[src/rtl/line_notch_biquad_if.sv]
// rtl/line_notch_biquad_if.sv - sample/result bundle for the line notch biquad
// The slave side is the filter; the master side feeds samples and consumes results.
interface line_notch_biquad_if #(
  parameter int IN_W  = 14,
  parameter int OUT_W = 18
);
  logic                    sample_valid;
  logic signed [IN_W-1:0]  filter_input;
  logic signed [OUT_W-1:0] filter_output;
  logic                    output_valid;
  logic                    busy;
  logic                    sat_flag;
  logic                    overrun_flag;

  modport slave (
    input  sample_valid, filter_input,
    output filter_output, output_valid, busy, sat_flag, overrun_flag
  );

  modport master (
    output sample_valid, filter_input,
    input  filter_output, output_valid, busy, sat_flag, overrun_flag
  );
endinterface

[src/rtl/line_notch_biquad.sv]
// rtl/line_notch_biquad.sv - Direct Form I biquad notch, one shared multiplier over 5 MAC cycles
// Rounds half-up, saturates to OUT_W and feeds the saturated value back.
module line_notch_biquad #(
  parameter int IN_W      = 14,
  parameter int OUT_W     = 18,
  parameter int COEF_W    = 18,
  parameter int COEF_FRAC = 16,
  parameter int ACC_W     = 40,
  parameter int B0        = 65536,
  parameter int B1        = 0,
  parameter int B2        = 0,
  parameter int A1        = 0,
  parameter int A2        = 0
) (
  input  logic clk,
  input  logic reset,
  input  logic clk_enable,
  line_notch_biquad_if.slave bus
);
  typedef enum logic [2:0] {
    S_IDLE, S_MAC0, S_MAC1, S_MAC2, S_MAC3, S_MAC4, S_DONE
  } state_t;

  localparam int XPAD = OUT_W - IN_W;
  localparam logic signed [COEF_W-1:0] C_B0 = COEF_W'(B0);
  localparam logic signed [COEF_W-1:0] C_B1 = COEF_W'(B1);
  localparam logic signed [COEF_W-1:0] C_B2 = COEF_W'(B2);
  localparam logic signed [COEF_W-1:0] C_A1 = COEF_W'(A1);
  localparam logic signed [COEF_W-1:0] C_A2 = COEF_W'(A2);
  localparam logic signed [ACC_W-1:0] RND     = {{(ACC_W-1){1'b0}}, 1'b1} << (COEF_FRAC-1);
  localparam logic signed [ACC_W-1:0] SAT_MAX = {{(ACC_W-OUT_W+1){1'b0}}, {(OUT_W-1){1'b1}}};
  localparam logic signed [ACC_W-1:0] SAT_MIN = {{(ACC_W-OUT_W+1){1'b1}}, {(OUT_W-1){1'b0}}};

  state_t                  r_state;
  logic signed [IN_W-1:0]  r_x0, r_x1, r_x2;
  logic signed [OUT_W-1:0] r_y1, r_y2, r_out;
  logic signed [ACC_W-1:0] r_acc;
  logic                    r_valid_q, r_busy, r_sat, r_ovr;

  logic signed [COEF_W-1:0] w_coef;
  logic signed [OUT_W-1:0]  w_opnd;
  logic                     w_sub;
  logic signed [ACC_W-1:0]  w_coef_a, w_opnd_a, w_prod;
  logic signed [ACC_W-1:0]  w_rnd_sum, w_round;
  logic                     w_hi, w_lo;
  logic signed [OUT_W-1:0]  w_sat_val;

  // Operand select for the shared multiplier; feedback taps are subtracted.
  always_comb begin
    w_coef = '0;
    w_opnd = '0;
    w_sub  = 1'b0;
    case (r_state)
      S_MAC0: begin w_coef = C_B0; w_opnd = {{XPAD{r_x0[IN_W-1]}}, r_x0}; end
      S_MAC1: begin w_coef = C_B1; w_opnd = {{XPAD{r_x1[IN_W-1]}}, r_x1}; end
      S_MAC2: begin w_coef = C_B2; w_opnd = {{XPAD{r_x2[IN_W-1]}}, r_x2}; end
      S_MAC3: begin w_coef = C_A1; w_opnd = r_y1; w_sub = 1'b1; end
      S_MAC4: begin w_coef = C_A2; w_opnd = r_y2; w_sub = 1'b1; end
      default: ;
    endcase
  end

  assign w_coef_a  = {{(ACC_W-COEF_W){w_coef[COEF_W-1]}}, w_coef};
  assign w_opnd_a  = {{(ACC_W-OUT_W){w_opnd[OUT_W-1]}}, w_opnd};
  assign w_prod    = w_coef_a * w_opnd_a;
  assign w_rnd_sum = r_acc + RND;
  assign w_round   = w_rnd_sum >>> COEF_FRAC;
  assign w_hi      = w_round > SAT_MAX;
  assign w_lo      = w_round < SAT_MIN;
  assign w_sat_val = w_hi ? SAT_MAX[OUT_W-1:0] :
                     w_lo ? SAT_MIN[OUT_W-1:0] : w_round[OUT_W-1:0];

  always_ff @(posedge clk) begin
    if (reset) begin
      r_state   <= S_IDLE;
      r_x0      <= '0;
      r_x1      <= '0;
      r_x2      <= '0;
      r_y1      <= '0;
      r_y2      <= '0;
      r_out     <= '0;
      r_acc     <= '0;
      r_valid_q <= 1'b0;
      r_busy    <= 1'b0;
      r_sat     <= 1'b0;
      r_ovr     <= 1'b0;
    end else if (clk_enable) begin
      r_valid_q <= 1'b0;
      if (bus.sample_valid && r_state != S_IDLE) r_ovr <= 1'b1;
      case (r_state)
        S_IDLE: begin
          if (bus.sample_valid) begin
            r_x0    <= bus.filter_input;
            r_acc   <= '0;
            r_busy  <= 1'b1;
            r_state <= S_MAC0;
          end
        end
        S_MAC0, S_MAC1, S_MAC2, S_MAC3, S_MAC4: begin
          r_acc   <= w_sub ? r_acc - w_prod : r_acc + w_prod;
          r_state <= state_t'(r_state + 3'd1);
        end
        S_DONE: begin
          r_out     <= w_sat_val;
          r_x2      <= r_x1;
          r_x1      <= r_x0;
          r_y2      <= r_y1;
          r_y1      <= w_sat_val;
          r_valid_q <= 1'b1;
          if (w_hi || w_lo) r_sat <= 1'b1;
          r_busy    <= 1'b0;
          r_state   <= S_IDLE;
        end
        default: r_state <= S_IDLE;
      endcase
    end
  end

  assign bus.filter_output = r_out;
  assign bus.output_valid  = r_valid_q & clk_enable;
  assign bus.busy          = r_busy;
  assign bus.sat_flag      = r_sat;
  assign bus.overrun_flag  = r_ovr;
endmodule

[src/flat_wrapper.sv]
// flat-port wrapper written by rule: the top's interface ports become plain ports
module line_notch_biquad_flat 
#(
  parameter int IN_W      = 14,
  parameter int OUT_W     = 18,
  parameter int COEF_W    = 18,
  parameter int COEF_FRAC = 16,
  parameter int ACC_W     = 40,
  parameter int B0        = 65536,
  parameter int B1        = 0,
  parameter int B2        = 0,
  parameter int A1        = 0,
  parameter int A2        = 0
)
  (clk, reset, clk_enable, bus_sample_valid, bus_filter_input, bus_filter_output, bus_output_valid, bus_busy, bus_sat_flag, bus_overrun_flag);
  line_notch_biquad_if #(.IN_W(IN_W), .OUT_W(OUT_W)) bus_i ();
  input  logic clk;
  input  logic reset;
  input  logic clk_enable;
  input wire logic [$bits(bus_i.sample_valid)-1:0] bus_sample_valid;
  input wire logic [$bits(bus_i.filter_input)-1:0] bus_filter_input;
  output wire logic [$bits(bus_i.filter_output)-1:0] bus_filter_output;
  output wire logic [$bits(bus_i.output_valid)-1:0] bus_output_valid;
  output wire logic [$bits(bus_i.busy)-1:0] bus_busy;
  output wire logic [$bits(bus_i.sat_flag)-1:0] bus_sat_flag;
  output wire logic [$bits(bus_i.overrun_flag)-1:0] bus_overrun_flag;
  assign bus_i.sample_valid = bus_sample_valid;
  assign bus_i.filter_input = bus_filter_input;
  assign bus_filter_output = bus_i.filter_output;
  assign bus_output_valid = bus_i.output_valid;
  assign bus_busy = bus_i.busy;
  assign bus_sat_flag = bus_i.sat_flag;
  assign bus_overrun_flag = bus_i.overrun_flag;
  line_notch_biquad #(.IN_W(IN_W), .OUT_W(OUT_W), .COEF_W(COEF_W), .COEF_FRAC(COEF_FRAC), .ACC_W(ACC_W), .B0(B0), .B1(B1), .B2(B2), .A1(A1), .A2(A2)) u_core (.clk(clk), .reset(reset), .clk_enable(clk_enable), .bus(bus_i));
endmodule
[config.mk]
export PLATFORM = sky130hd
export DESIGN_NAME = line_notch_biquad_flat
export DESIGN_NICKNAME = d
export VERILOG_FILES = /design/src/rtl/line_notch_biquad_if.sv /design/src/rtl/line_notch_biquad.sv /design/src/flat_wrapper.sv
export SDC_FILE = /design/constraint.sdc
export NUM_CORES = 1
export LEC_CHECK = 0
export ABC_AREA = 1
export BUFFER_PORTS_ARGS = -buffer_cell sky130_fd_sc_hd__buf_2
export CAP_MARGIN = 30
export CORE_MARGIN = 3
export CORE_UTILIZATION = 50
export DETAILED_ROUTE_END_ITERATION = 10
export GPL_ROUTABILITY_DRIVEN = 0
export GPL_TIMING_DRIVEN = 0
export HOLD_SLACK_MARGIN = 0.05
export PLACE_DENSITY = 0.74
export SETUP_SLACK_MARGIN = 0.4
export SLEW_MARGIN = 10
export SYNTH_ARGS = -nofsm -noshare
export SYNTH_HDL_FRONTEND = slang
export SYNTH_SLANG_ARGS = --single-unit
export TNS_END_PERCENT = 1
[constraint.sdc]
create_clock -name clk -period 16.3 [get_ports clk]
set_input_delay 1.63 -clock clk [delete_from_list [all_inputs] [get_ports clk]]
set_output_delay 1.63 -clock clk [all_outputs]
set_load 0.01 [all_outputs]
==> results.txt <==
status: complete, no violations
first drt pass iteration count: 5
sw frac: 36.78%
register area share after synthesis: 25.90%
Syn Nets: 1,399
cts repair resizes: 0
crit-path max cell delay: 0.47 ns
CTS clock-pin slew for the worst setup and hold paths: 0.08 ns
Achievable Freq: 145.7 MHz
Final Hold Fails: 0
Post-synth top flop: dfxtp_1
CTS tree: done
Antenna diodes: 0
num rows: 47
WS Path Type: reg2reg
most common cell after layout, fill and taps aside: nand2_1
CP endpoint kind: flop
Max Root-Sink Buffers: 2
cts hold-fix bufs: 0
worst slew pin tran: 0.9030 ns
number of global-route vias before repair: 7,472
layout cells sized above 1: 9.213%
Most Used Layer, Global Route: met2
worst r2r path cells: 33
initial antenna violation count: 0
Max VDD drop: 0.05088 mV
Mapped Cells: 1,281
async set or reset register ratio after synthesis: 0%
Power Dens Cells: 80.08 mW/mm^2
Hold Worst Slack: 0.4466 ns
count of max-cap constraint violations: 0
Final Critical Period: 6.863 ns
port buffer count: 38
boundary pin count: 40
Hold Path Origin: u_core.r_acc[5]
RR Endpoint: u_core.r_acc[39]
worst clock skew: 0.01014 ns
first-pass GRT wire length: 36,020 um
DP Wirelength: 18,210 um
Layout area overhead: 9.160%
vias per inst: 5.500
Die H: 137.0 um
Hold Crit Depth: 2
reg2reg setup slack: 9.44 ns
Clock Power Share: 32.2%
max_slew headroom: 39.58%
Layout Nets: 1,448
final setup TNS: 0 ns
DIE WIDTH: 137.0 um
Total GRT Usage: 24.19%
RSZ-0062 raised after global routing: false
slowest CP cell: inv_1
met3 usage: 4.044%
Logic pwr share: 29.8%
clk_lat worst skew: 0.36 ns
pin count of the biggest net entering global routing: 22
drt wl/cell: 14.87 um
unique cell type count in the Yosys netlist: 49
synthesis-stage register bit count: 111
routed via count: 8,553
drt drc: 0
Worst Hold End: u_core.r_acc[5]
CP startpoint: u_core.r_state[0]
fin crit share: 42.10%
GR met1 Demand/Resource: 33.05%
DRT Wirelength: 23,120 um
most frequent cells in the layout: nand2_1 (336), a21oi_1 (131), nor2_1 (129)
CTS Sinks: 111
Post-CTS Setup Inserts: 0
CP arrival: 7.15 ns
met2 GRT Util: 39.02%
Starting Density: 51.36%
CP max FO: 18
Pint: 474.1 uW
syn avg cell area: 6.697 um^2
hold crit path type: reg2reg
Critical Path RT: 16.59 ns
Post-synth EDFFs: 0
FF-to-FF Start: u_core.r_state[0]
Static Leak: 0.004599 uW
die area: 0.01876 mm^2
First DRT Iteration DRCs: 814
Root Buffer: clkbuf_16
Seq pwr share: 38.0%
Mapped Area: 0.008578 mm^2
final setup fails: 0
core area: 0.01670 mm^2
CTS HTree Levels: 3
max-slew violations: 0
CP Launch Type: flop
GRT Residual Overflow: 0
sw power: 275.8 uW
synthesis warning total: 0
CTS buffer count: 9
Final ANT Viol Nets: 0
registers in the layout, indices dropped and copies added (netlist names):
name / cells
u_core.bus.busy: 1
u_core.bus.overrun_flag: 1
u_core.bus.sat_flag: 1
u_core.r_acc: 36
u_core.r_state: 3
u_core.r_valid_q: 1
u_core.r_x0: 14
u_core.r_x1: 14
u_core.r_x2: 14
u_core.r_y1: 18
u_core.r_y2: 8
kinds of logic after synthesis:
family | synth area share (%)
AO/OA/AOI/OAI | 16.73
buffers and inverters | 7.818
XOR/XNOR | 4.478
flip-flops | 25.90
AND/OR/NAND/NOR | 30.40
adder cells (fa/ha/maj) | 14.67
power by group through the flow:
| stage | Clock [uW] | Sequential (uW) | Combinational (uW) |
|---|---|---|---|
| after floorplan | 0 | 289 | 166 |
| after global placement | 0 | 291 | 214 |
| after detailed placement | 0 | 291 | 218 |
| after CTS | 246 | 285 | 220 |
| after global routing | 254 | 286 | 250 |
| final | 241 | 285 | 224 |
metrics by stage:
step                cells  util (%)  setup WS [ns]  cell area (um^2)  total power, uW
floorplan            1281         -          10.59              8578            454.4
global placement     1539     54.15          9.672              9044            505.3
detailed placement   1539     54.15          9.585              9044            509.4
CTS                  1555     56.07          9.554              9364            750.1
global route         1555     56.07          8.769              9364            789.4
finish               1555     56.07          9.437              9364            749.8
per-layer routing:
layer  up-vias  wire (um)
li1       4324          -
met1      3918      10480
met2       266      10510
met3        45       1508
met4         0        617
met5         -          0
Yosys cell counts (16+ instances only):
cell | number | area [um^2]
a21oi_1 | 131 | 655.6
dfxtp_1 | 111 | 2222
nor2_1 | 129 | 484.2
o21ai_0 | 75 | 375.4
a31oi_1 | 16 | 100.1
clkbuf_1 | 35 | 131.4
xor2_1 | 26 | 227.7
nand3_1 | 47 | 235.2
ha_1 | 99 | 1239
nor2_2 | 29 | 181.4
xnor2_1 | 16 | 140.1
nand2_1 | 336 | 1261
inv_1 | 124 | 465.5
worst max path at each step:
stage | to | slack, ns
6_report | u_core.r_acc[39] | 9.44
5_1_grt | u_core.r_acc[39] | 8.77
4_1_cts | u_core.r_acc[39] | 9.55
3_5_place_dp | u_core.r_acc[39] | 9.58
3_3_place_gp | u_core.r_acc[39] | 9.67
2_1_floorplan | u_core.r_acc[39] | 10.59
cell type report:
class                      count  area [um^2]
clock inverter                 7        95.09
fill                        1651         7337
sequential                   111         2222
multi-input combinational   1001         5685
inverter                     129        489.2
clock buffer                   9        225.2
tap                          220        275.3
buffer                        40        181.4
timing repair buffer          38        190.2
worst max-delay path, delay by kind of cell, from the launching register on:
family,cells,cell delay [ns]
AO/OA/AOI/OAI,2,0.39
AND/OR/NAND/NOR,21,3.00
flip-flops,1,0.41
buffers and inverters,2,0.53
adder cells (fa/ha/maj),8,2.45
(Power assumes the default switching activity.)
